### config.mk
export PLATFORM = sky130hd
export DESIGN_NAME = crack_scheduler
export DESIGN_NICKNAME = d
export VERILOG_FILES = /design/src/rtl/crack_scheduler.sv
export SDC_FILE = /design/constraint.sdc
export NUM_CORES = 1
export LEC_CHECK = 0
export CAP_MARGIN = 20
export CORE_MARGIN = 1.5
export CORE_UTILIZATION = 41
export CTS_CLUSTER_DIAMETER = 40
export DETAILED_ROUTE_END_ITERATION = 10
export PLACE_DENSITY = 0.82
export REMOVE_ABC_BUFFERS = 1
export SETUP_SLACK_MARGIN = 0.15
export SYNTH_ARGS = -nofsm -noshare
export SYNTH_HDL_FRONTEND = slang
export SYNTH_SLANG_ARGS = --single-unit
### constraint.sdc
create_clock -name clk -period 2.6 [get_ports clk]
set_input_delay 0.39 -clock clk [delete_from_list [all_inputs] [get_ports clk]]
set_output_delay 0.39 -clock clk [all_outputs]
set_load 0.005 [all_outputs]
### src/rtl/crack_scheduler.sv
// Crack scheduler: copies the ciphertext from global memory into the engines' local
// memories, starts NENG striped engines, and picks the lowest-index winner.
module crack_scheduler #(
   parameter  int NENG = 4,
   localparam int W    = $clog2(NENG)
) (
   input  logic               clk,
   input  logic               rst_n,
   input  logic               en,
   output logic               rdy,
   output logic [23:0]        key,
   output logic               key_valid,
   output logic [7:0]         ct_addr,
   input  logic [7:0]         ct_rddata,
   output logic [7:0]         loc_addr,
   output logic [7:0]         loc_wrdata,
   output logic               loc_wren,
   output logic               loc_sel,
   output logic [NENG-1:0]    eng_en,
   input  logic [NENG-1:0]    eng_rdy,
   input  logic [NENG-1:0]    eng_key_valid,
   input  logic [24*NENG-1:0] eng_key,
   output logic [24*NENG-1:0] eng_base,
   output logic [NENG-1:0]    eng_abort,
   output logic [NENG-1:0]    eng_pt_en,
   output logic [W-1:0]       pt_sel
);

   typedef enum logic [3:0] {IDLE, LEN, COPY, START, BLANK, RUN, PT, PTWAIT, DONE} state_t;

   state_t                  state;
   logic [1:0]              ph;
   logic [8:0]              cnt;
   logic [7:0]              len;
   logic [NENG-1:0][23:0]   keys;
   logic [NENG-1:0]         hit;
   logic                    win_any;
   logic [W-1:0]            win_idx;

   for (genvar k = 0; k < NENG; k++) begin : g_lane
      assign keys[k]             = eng_key[24*k +: 24];
      assign eng_base[24*k +: 24] = 24'(k);
   end

   assign hit = eng_key_valid & eng_rdy;

   // Scan downward so the lowest-index hit wins.
   always_comb begin
      win_any = 1'b0;
      win_idx = '0;
      for (int k = NENG-1; k >= 0; k--) begin
         if (hit[k]) begin
            win_any = 1'b1;
            win_idx = W'(k);
         end
      end
   end

   always_ff @(posedge clk or negedge rst_n) begin
      if (!rst_n) begin
         state      <= IDLE;
         ph         <= '0;
         cnt        <= '0;
         len        <= '0;
         rdy        <= 1'b1;
         key        <= '0;
         key_valid  <= 1'b0;
         pt_sel     <= '0;
         ct_addr    <= '0;
         loc_addr   <= '0;
         loc_wrdata <= '0;
         loc_wren   <= 1'b0;
         loc_sel    <= 1'b1;
         eng_en     <= '0;
         eng_abort  <= '0;
         eng_pt_en  <= '0;
      end else begin
         loc_wren <= 1'b0;
         case (state)
            IDLE, DONE: if (en) begin
               state     <= LEN;
               rdy       <= 1'b0;
               key_valid <= 1'b0;
               key       <= '0;
               pt_sel    <= '0;
               ct_addr   <= '0;
               loc_sel   <= 1'b1;
               ph        <= '0;
            end
            // Each global read takes three cycles: present, pipeline, sample.
            LEN: if (ph == 2'd2) begin
               len        <= ct_rddata;
               loc_addr   <= '0;
               loc_wrdata <= ct_rddata;
               loc_wren   <= 1'b1;
               ph         <= '0;
               cnt        <= 9'd1;
               ct_addr    <= 8'd1;
               state      <= (ct_rddata == 8'd0) ? START : COPY;
            end else ph <= ph + 2'd1;
            COPY: if (ph == 2'd2) begin
               loc_addr   <= cnt[7:0];
               loc_wrdata <= ct_rddata;
               loc_wren   <= 1'b1;
               ph         <= '0;
               if (cnt == {1'b0, len}) state <= START;
               else begin
                  cnt     <= cnt + 9'd1;
                  ct_addr <= ct_addr + 8'd1;
               end
            end else ph <= ph + 2'd1;
            // Pulse is issued and retired while still in START.
            START: if (ph == 2'd0) begin
               if (&eng_rdy) begin
                  eng_en  <= '1;
                  loc_sel <= 1'b0;
                  ph      <= 2'd1;
               end
            end else begin
               eng_en <= '0;
               ph     <= '0;
               state  <= BLANK;
            end
            BLANK: if (ph == 2'd1) begin
               ph    <= '0;
               state <= RUN;
            end else ph <= ph + 2'd1;
            RUN: if (ph == 2'd0) begin
               if (win_any) begin
                  key       <= keys[win_idx];
                  pt_sel    <= win_idx;
                  eng_abort <= ~(NENG'(1) << win_idx);
                  ph        <= 2'd1;
               end else if (&eng_rdy) begin
                  state     <= DONE;
                  rdy       <= 1'b1;
                  key_valid <= 1'b0;
                  key       <= '0;
               end
            end else begin
               eng_abort <= '0;
               ph        <= '0;
               state     <= PT;
            end
            PT: begin
               case (ph)
                  2'd0:    eng_pt_en <= NENG'(1) << pt_sel;
                  2'd1:    eng_pt_en <= '0;
                  default: ;
               endcase
               ph <= ph + 2'd1;
               if (ph == 2'd3) state <= PTWAIT;
            end
            PTWAIT: if (eng_rdy[pt_sel]) begin
               state     <= DONE;
               rdy       <= 1'b1;
               key_valid <= 1'b1;
            end
            default: state <= IDLE;
         endcase
      end
   end

endmodule

==> results.yml <==
layout:
  utilization: 0.580
  multiInputGateArea_um2: 2730
  fin_nets: 914
  layout-area-overhead-vs-synth_pct: 36.6
  area.sequential_um2: 2150
  fill_cells: 1121
  post_route_cells_drive_above_1_share: 0.0943
synthesis:
  yosysWarningCount: 0
  syn_inst: 613
  fraction_of_the_yosys_area_taken_by_sequential_cells: 0.398
  post_synth_instance_area_um2: 5420
  ys_seq_elements: 86
  postSynth.asyncResetShare: 1.00
  synth_top_flop_cell: "dfrtp_1"
  yosys.cell_types.count: 56
  post_synth.cell_area_avg_um2: 8.84
  synth_edf_count: 0
sta:
  finalSetupViolCount: 0
  final.setup.tns_ps: 0
  grt_setup_unrepaired: "false"
  fin_crit_sh: 0.882
  fmax_mhz: 436
  max_slew.worst_pin.slew_ps: 583
  finalCriticalPeriod_ps: 2290
  slew_violations: 0
  finClkSkew_ps: 6.21
  setup_slack_of_the_critical_path_after_layout_ps: 308
  fin_hold_ws_ps: 32.1
  hold_violation_total_from_the_final_report: 0
  max_slew_margin: 0.611
critical_path:
  worst-path-buf-inv: 1
  worstReg2RegStart: "ph[0]"
  crit_slowest_cell: "or4_1"
  worst_path_dominant_cell_family: "simple AND/OR/NAND/NOR gates"
  timing.critical_path.slowest_cell_delay_ps: 600
  rr_worst_depth: 7
  crit-reg2reg-capture: "eng_en[2]"
  arrival_ps: 2520
  worst_setup_path_end_kind: "flip-flop"
  cp_max_fo: 7
  r2r_slack_ps: 310
  timing.setup.critical_path_class: "reg2reg"
  worst-endpoint-required_ps: 2830
  cp_cell_sequence: "inv_1, ha_1, and3_4, a21boi_0, or4_1, or2_1, o21a_1"
  timing.critical_path.from_type: "flip-flop"
floorplanning:
  fp.coreArea_um2: 12800
  ioPinCount: 277
  std_cell_rows: 41
  die_y_extent_um: 118
  chipWidth_um: 118
  fp.dieArea_um2: 13900
  starting_density_of_the_core: 0.424
clocking:
  clk_pin_slew_ps: 60
  cts_inserted_buffers: 9
  insertion_delay_ps: 340
  cts_tree: "yes"
  ctsLongestPathBuffers: 2
  clock_tree.htree_level_count: 3
  clockRootBuffer: "clkbuf_16"
  post_cts_setup_buffer_count: 0
  cts_sinks: 86
detailed_routing:
  routed_length_on_met3_um: 857
  met2_length_um: 7340
  m1WireLength_um: 5760
  drt-initial-drc-count: 343
  dr_total_vias: 4810
  wl_um: 14300
  route.detailed.drc: 0
  routedWlPerCell_um: 14.8
  detail-route-antenna-nets: 0
  maxUsedRoutingLayer: "met4"
  drt_pass1_iterations: 9
  routed_via_density: 4.97
job:
  drv.max_cap_violation_count: 0
pwr:
  power.static_leakage_nw: 3.22
  ir_worst_vdd_mv: 0.361
  power_density_nw_per_um2: 825
place:
  dp_hpwl_um: 10800
  place_congestion: 0.877
  io_buffers: 180
  pre_cts_slack_ps: 89.8
global_routing:
  maximum_number_of_pins_on_one_net_before_global_route_repair: 48
  grt_pass1_vias: 4433
  global_route.usage.total: 0.204
  overflow: 0
  antenna_found_initial: 1
  wire_length_of_the_first_global_routing_pass_um: 22700
worst_hold_path:
  class_of_the_most_critical_hold_timing_path: "in2async"
run_status:
  status: "finished clean"
-- cell usage after synthesis (3+ instances only) --
master | instances | share of area
a21boi_0 | 9 | 0.012
a21oi_1 | 13 | 0.012
a222oi_1 | 24 | 0.044
a22o_1 | 4 | 0.0065
and2_1 | 3 | 0.0035
and3_1 | 3 | 0.0035
buf_2 | 8 | 0.0074
buf_4 | 100 | 0.14
clkbuf_1 | 19 | 0.013
dfrtp_1 | 84 | 0.39
ha_1 | 9 | 0.021
inv_1 | 9 | 0.0062
mux2_2 | 21 | 0.044
nand2_1 | 119 | 0.082
nand2b_1 | 6 | 0.0069
nand3_1 | 14 | 0.013
nand4_1 | 6 | 0.0069
nand4b_1 | 3 | 0.0048
nor2_1 | 21 | 0.015
nor2b_1 | 3 | 0.0035
nor3_1 | 7 | 0.0065
nor4_1 | 3 | 0.0035
o21ai_0 | 60 | 0.055
o21ai_1 | 4 | 0.0037
o31ai_1 | 5 | 0.0069
or3_1 | 4 | 0.0046
or4_1 | 4 | 0.0055
xnor2_1 | 9 | 0.015
xor2_1 | 3 | 0.0048
-- routing by layer --
layer  vias up  track usage
met2       218        0.351
li1       2306            -
met1      2261        0.253
met3        25       0.0368
met4         0       0.0846
met5         -            0
-- cell families after synthesis --
kind of cell / synth area share
xor+xnor: 0.0194
compound gates: 0.161
fa+ha+maj: 0.0208
mux: 0.0515
flops: 0.398
other cells: 0.00139
buf+inv: 0.169
simple gates: 0.180
-- report_power, final --
| group | switching [mW] | internal [mW] |
|---|---|---|
| clock network | 0.535 | 0.704 |
| logic | 1.27 | 1.42 |
| registers | 0.376 | 1.80 |
| total | 2.18 | 3.93 |
-- worst max-delay path by stage --
stage | from | to | slack, ps | depth (start not counted)
3_5_place_dp | eng_rdy[0] | eng_en[2] | 90 | 7
4_1_cts | ph[0] | ct_addr[6] | 210 | 8
3_3_place_gp | eng_rdy[2] | key[6] | 120 | 8
6_report | ph[0] | eng_en[2] | 310 | 7
5_1_grt | ph[0] | eng_en[2] | 180 | 7
2_1_floorplan | state[0] | ct_addr[3] | 260 | 6
-- worst register-to-register path: stages, from the launching register on --
cell	delay (ps)
dfrtp_1	440
inv_1	130
ha_1	310
and3_4	210
a21boi_0	120
or4_1	600
or2_1	270
o21a_1	100
-- stage by stage --
stage	cell area (um^2)	total power, mW	instances
6_report	7400	6.11	968
5_1_grt	7400	6.56	968
4_1_cts	7390	6.14	967
3_5_place_dp	7110	4.88	951
3_3_place_gp	7110	4.83	951
2_1_floorplan	4900	3.43	578
-- area by class of cell --
class | count | area share
multi-input cells | 482 | 0.368
repair buffers | 201 | 0.268
clock inverters | 4 | 0.00406
well taps | 172 | 0.0291
clock buffers | 12 | 0.0346
inverters | 10 | 0.00507
diodes | 1 | 0.000338
flip-flops and latches | 86 | 0.291
-- flip-flops by register name (all words and copies together), names as in the netlist --
name        cells
ph              2
key            24
loc_wren        1
pt_sel          2
ct_addr         8
key_valid       1
loc_addr        8
eng_en          1
rdy             1
cnt             9
state           4
loc_wrdata      8
eng_abort       4
eng_pt_en       4
loc_sel         1
len             8
-- cell usage in the layout (no fill, tap or decap), types with 7 or more instances in the layout --
cell type	netlist	final
nor3_1	7	7
a21oi_1	13	12
a21boi_0	9	9
nand3_1	14	14
nand2_1	119	118
nor2_1	21	19
clkdlybuf4s50_1	0	179
xnor2_1	9	9
mux2_2	21	21
o21ai_0	60	59
buf_4	100	20
clkbuf_16	0	9
inv_1	9	9
dfrtp_1	84	84
ha_1	9	8
a222oi_1	24	24
conb_1	2	96
-- what timing repair did --
action	in CTS	in global routing
resized for setup	0	3
setup endpoints to repair	0	3
hold buffers	0	0
Note: power is estimated with default switching activity, not from simulation.
==> RTL change 1 (config.mk and constraints unchanged) <==
Add an input register stage for `eng_key_valid` and `eng_key`, with the module's reset; this delays them by one clock. The other inputs are not delayed to match.
--- a/src/rtl/crack_scheduler.sv
+++ b/src/rtl/crack_scheduler.sv
@@ -30,2 +30,15 @@
 
+   logic [NENG-1:0] eng_key_valid_q;
+   logic [24*NENG-1:0] eng_key_q;
+
+   always_ff @(posedge clk or negedge rst_n) begin
+      if (!rst_n) begin
+         eng_key_valid_q <= '0;
+         eng_key_q       <= '0;
+      end else begin
+         eng_key_valid_q <= eng_key_valid;
+         eng_key_q       <= eng_key;
+      end
+   end
+
    state_t                  state;
@@ -40,3 +53,3 @@
    for (genvar k = 0; k < NENG; k++) begin : g_lane
-      assign keys[k]             = eng_key[24*k +: 24];
+      assign keys[k]             = eng_key_q[24*k +: 24];
       assign eng_base[24*k +: 24] = 24'(k);
@@ -44,3 +57,3 @@
 
-   assign hit = eng_key_valid & eng_rdy;
+   assign hit = eng_key_valid_q & eng_rdy;
 
Formal check against the unedited RTL: not equivalent (a bounded check fails within 10 cycles, from zero or initial values and one cycle with rst_n low).
==> RTL change 1 against the unedited design <==
  * Combinational power increased by 9.7%
  * Cell count rose by 20%
  * Synthesized cell count grew 14%
  * Worst setup slack better by 27 ps
  * First-iteration DRC count is 2.3% higher
  * Design area is 42% higher
  * Sequential cell count rose by 100
  * Count of clock-buffer cells in the layout is 7 higher
  * Power grew 55%
  * Area after synthesis is 47% higher
  * Critical path depth shrank 2
  * Wire length grew 30%
  * Maximum frequency is 1.2% higher
  * Critical path type unchanged
  * Largest power group is now registers
==> RTL change 1: results (changes against the unedited design) <==
- Reg clk slew, reported paths: 80 ps (+20 ps)
- Post-CTS sizing: 0 (unchanged)
- Clock skew: 11.8 ps (+5.59 ps)
- Mux cell area share after synthesis: 0.0127 (-0.0388)
- Worst hold path class: in -> reg
- Gp weighted congestion: 0.878 (about the same)
- Register area share after synthesis: 0.584 (+0.186)
- Area of the die: 20300 sq um (+46%)
- Critical path's slowest cell: nor3b_1
- Via Count: 5865 (+22%)
- Pin count of the biggest net entering global routing: 67 (+40%)
- Vias in the first global route: 5568 (+26%)
- Largest registers: eng_key_q: 96 flops, key: 24 flops, cnt: 9 flops
- Clock Tree Buf Depth: 2 (unchanged)
- Worst path arrival time: 2580 ps (+60 ps)
- Outcome: complete, no violations
- Area after DPL: 9860 sq um (+39%)
- Cell family with most CP delay: simple AND/OR/NAND/NOR gates
- First-pass GRT wire length: 29.3 mm (+29%)
- Crit-path max cell delay: 450 ps (-150 ps)
- Filler cells: 1560 (+39%)
- Fin nets: 1012 (+11%)
- Ys async rst share: 1.00 (unchanged)
- Ant. Diodes: 0 (-1)
- Area fraction in compound gates after synthesis: 0.148 (-0.0123)
- Skew-Pair Late Insertion Delay: 430 ps (+90 ps)
- Post-Synth Adder-Cell Area: 0.0141 (-0.00666)
- GRT Total Usage: 0.188 (-0.0162)
- Fraction of layout cells with a size suffix above 1: 0.0921 (-0.00222)
- Synth warn: 0 (unchanged)
- Clk root buf: clkbuf_16
- Worst-Margin Slew: 935 ps (+352 ps)
- H-tree levels: 4 (+1)
- Worst IR Drop VDD: 0.465 mV (+29%)
- Worst R2R Setup Slack: 330 ps (+30 ps)
- Largest cells by area after synthesis: dfrtp_1 (58%), buf_4 (9.4%), nand2_1 (4.2%)
- Post-synth cell types: 62 (+11%)
- Post-synthesis xor/xnor area fraction: 0.00988 (-0.00951)
- Detailed placement HPWL: 12.9 mm (+20%)
- Cts bufs inserted: 17 (+8)
- Iter 0 DRT Violations: 351 (+2.3%)
- Initial antenna violation count: 0 (-1)
- Routed len/inst: 16.0 um (+8.4%)
- Leakage: 4.59 nW (+43%)
- Most frequent cells after synthesis: dfrtp_1 (184), buf_4 (100), nand2_1 (89)
- Crit-path max FO: 8 (+1)
- DRT Pass-1 Iters: 5 (-4)
-- RTL change 1: where the power goes --
part | switching, mW | total, mW | internal, mW
Combinational | 1.37 | 2.95 | 1.59
Sequential | 0.409 | 3.85 | 3.44
Clock | 1.25 | 2.64 | 1.39
-- RTL change 1: final timing paths --
path | from | depth (start not counted) | endpoint
max in group asynchronous | rst_n | 3 | rdy
worst min-delay path | eng_key[35] | 1 | eng_key_q[35]
min in group asynchronous | rst_n | 2 | key[13]
worst min register to register | loc_wrdata[1] | 2 | loc_wrdata[1]
worst max-delay path | ph[0] | 5 | key_valid
worst max register to register | ph[0] | 5 | key_valid
-- RTL change 1: layer usage --
layer | GRT usage | vias up | part of all wire
met1 | 0.233 | 2853 | 0.40
li1 | - | 2667 | -
met4 | 0.0716 | 0 | 0.019
met3 | 0.0622 | 27 | 0.10
met2 | 0.305 | 318 | 0.48
met5 | 0 | - | 0
-- RTL change 1: final cells by class --
type                    count  area share
flip-flops and latches    186       0.444
inverters                   9     0.00322
clock buffers              19      0.0412
clock inverters            13      0.0167
repair buffers            208       0.200
well taps                 260      0.0310
multi-input cells         466       0.264
-- RTL change 1: per-stage QoR --
stage | utilization | setup slack, ps | instances | hold WS (ps)
floorplan | - | 257 | 661 | 94.4
global placement | 0.522 | 59.5 | 1127 | 426
detailed placement | 0.522 | -18.4 | 1127 | 429
CTS | 0.555 | 374 | 1160 | 367
global route | 0.555 | 207 | 1161 | 366
finish | 0.555 | 334 | 1161 | 388
-- RTL change 1: repair_timing --
action / CTS / global route
endpoints found under the setup margin: 0 / 0
buffers inserted: 0 / 0
hold buffers: 1 / 0
hold endpoints to repair: 63 / 0
-- RTL change 1: worst reg2reg max path, stage by stage (launching register included) --
cell,delay [ps]
dfrtp_1,440
inv_1,140
ha_1,380
a311o_1,350
nor3b_1,450
mux2_2,390
==> RTL change 2 (same settings) <==
Without the edit above. Set the parameter `NENG` to 8 (it was 4).
--- a/src/rtl/crack_scheduler.sv
+++ b/src/rtl/crack_scheduler.sv
@@ -3,3 +3,3 @@
 module crack_scheduler #(
-   parameter  int NENG = 4,
+   parameter  int NENG = 8,
    localparam int W    = $clog2(NENG)
Ports: changed (8 resized); port bits go from 277 to 490. The function was not compared with the original's and may differ.
==> RTL change 2 against the unedited design <==
  * Combinational power grew 54%
  * Register-to-register slack worse by 60 ps
  * Critical path depth increased by 2
  * Sequential cell count grew 9
  * Die area grew 42%
  * Wire length increased by 120%
  * Worst setup slack worse by 71 ps
  * Design area rose by 52%
  * Power rose by 28%
  * Area after synthesis increased by 43%
  * Sequential power up 7%
  * Utilization rose by 2.4 points
  * Global-route usage is 10 points higher
  * Critical path type is now in -> reg
  * Largest cell class unchanged
  * Highest routed layer is now met5
==> RTL change 2: results (changes against the unedited design) <==
- Outcome: complete, no violations
- Met2 WL post-DR: 14.0 mm (+90%)
- Worst path arrival time: 2610 ps (+90 ps)
- Worst setup endpoint: key[23]
- Leakage: 5.05 nW (+57%)
- # port buffers: 297 (+65%)
- Fraction of layout cells with a size suffix above 1: 0.111 (+0.0165)
- Hold Slack: 18.9 ps (-13.3 ps)
- Crit-path max FO: 9 (+2)
- Met2 usage: 0.467 (+0.116)
- DRT Pass-1 Iters: 5 (-4)
- Register area share after synthesis: 0.307 (-0.0902)
- Routed len/inst: 20.3 um (+37%)
- Fin nets: 1520 (+66%)
- PD cells: 694 nW/um^2 (-16%)
- Crit path from: eng_key_valid[3]
- Post-Syn Instances: 962 (+57%)
- Sequential power share: 0.298 (-0.058)
- Gp weighted congestion: 0.968 (+10%)
- Area fraction in compound gates after synthesis: 0.215 (+0.0542)
- Met1 Use GR: 0.424 (+0.172)
- GRT Total Usage: 0.306 (+0.102)
- Reg2reg start: pt_sel[1]
- Final wirelength: 31.1 mm (+120%)
- Detailed placement HPWL: 25.3 mm (+130%)
- Vias per inst: 5.23 (+5.2%)
- Cell family with most CP delay: compound AO/OA/AOI/OAI gates
- Pin count of the biggest net entering global routing: 56 (+17%)
- Reg2reg end: state[0]
- Post-synthesis xor/xnor area fraction: 0.0215 (+0.00210)
- Wire length on met1: 13.5 mm (+130%)
- Critical path's slowest cell: clkdlybuf4s50_1
- Clock skew: 8.33 ps (+2.12 ps)
- Slew margin rel.: 0.592 (-0.0190)
- Filler cells: 1650 (+47%)
- Worst R2R Setup Slack: 250 ps (-60 ps)
- Max Used Layer: met5
- Met3 Usage GRT: 0.0892 (+0.0524)
- Initial antenna violation count: 3 (+2)
- Mux cell area share after synthesis: 0.0370 (-0.0145)
- Post-Synth Adder-Cell Area: 0.0113 (-0.00947)
- First-pass GRT wire length: 45.0 mm (+98%)
- Iter 0 DRT Violations: 541 (+58%)
- Crit-path max cell delay: 490 ps (-110 ps)
- Reg clk slew, reported paths: 80 ps (+20 ps)
-- RTL change 2: stage by stage --
stage / instance area [sq um] / worst slack, ps / util
detailed placement: 10900 / -269 / 0.587
finish: 11300 / 237 / 0.604
CTS: 11200 / 176 / 0.602
global placement: 10900 / -228 / 0.587
floorplan: 6710 / -2070 / -
global route: 11300 / 146 / 0.604
-- RTL change 2: cell type report --
| type | count | area [sq um] | share of cell area |
|---|---|---|---|
| repair buffers | 393 | 3870 | 0.344 |
| inverters | 9 | 33.8 | 0.00300 |
| clock buffers | 10 | 229 | 0.0203 |
| flip-flops and latches | 95 | 2380 | 0.211 |
| diodes | 2 | 5.00 | 0.000445 |
| multi-input cells | 786 | 4390 | 0.390 |
| well taps | 234 | 293 | 0.0260 |
| clock inverters | 6 | 57.6 | 0.00511 |
-- RTL change 2: what timing repair did --
item                                    4_1_cts  5_1_grt
hold endpoints to repair                      0        0
endpoints found under the setup margin        3       26
gates cloned                                  0        0
gates resized for setup                       2        7
pin swaps                                     0        1
buffers inserted                              0        0
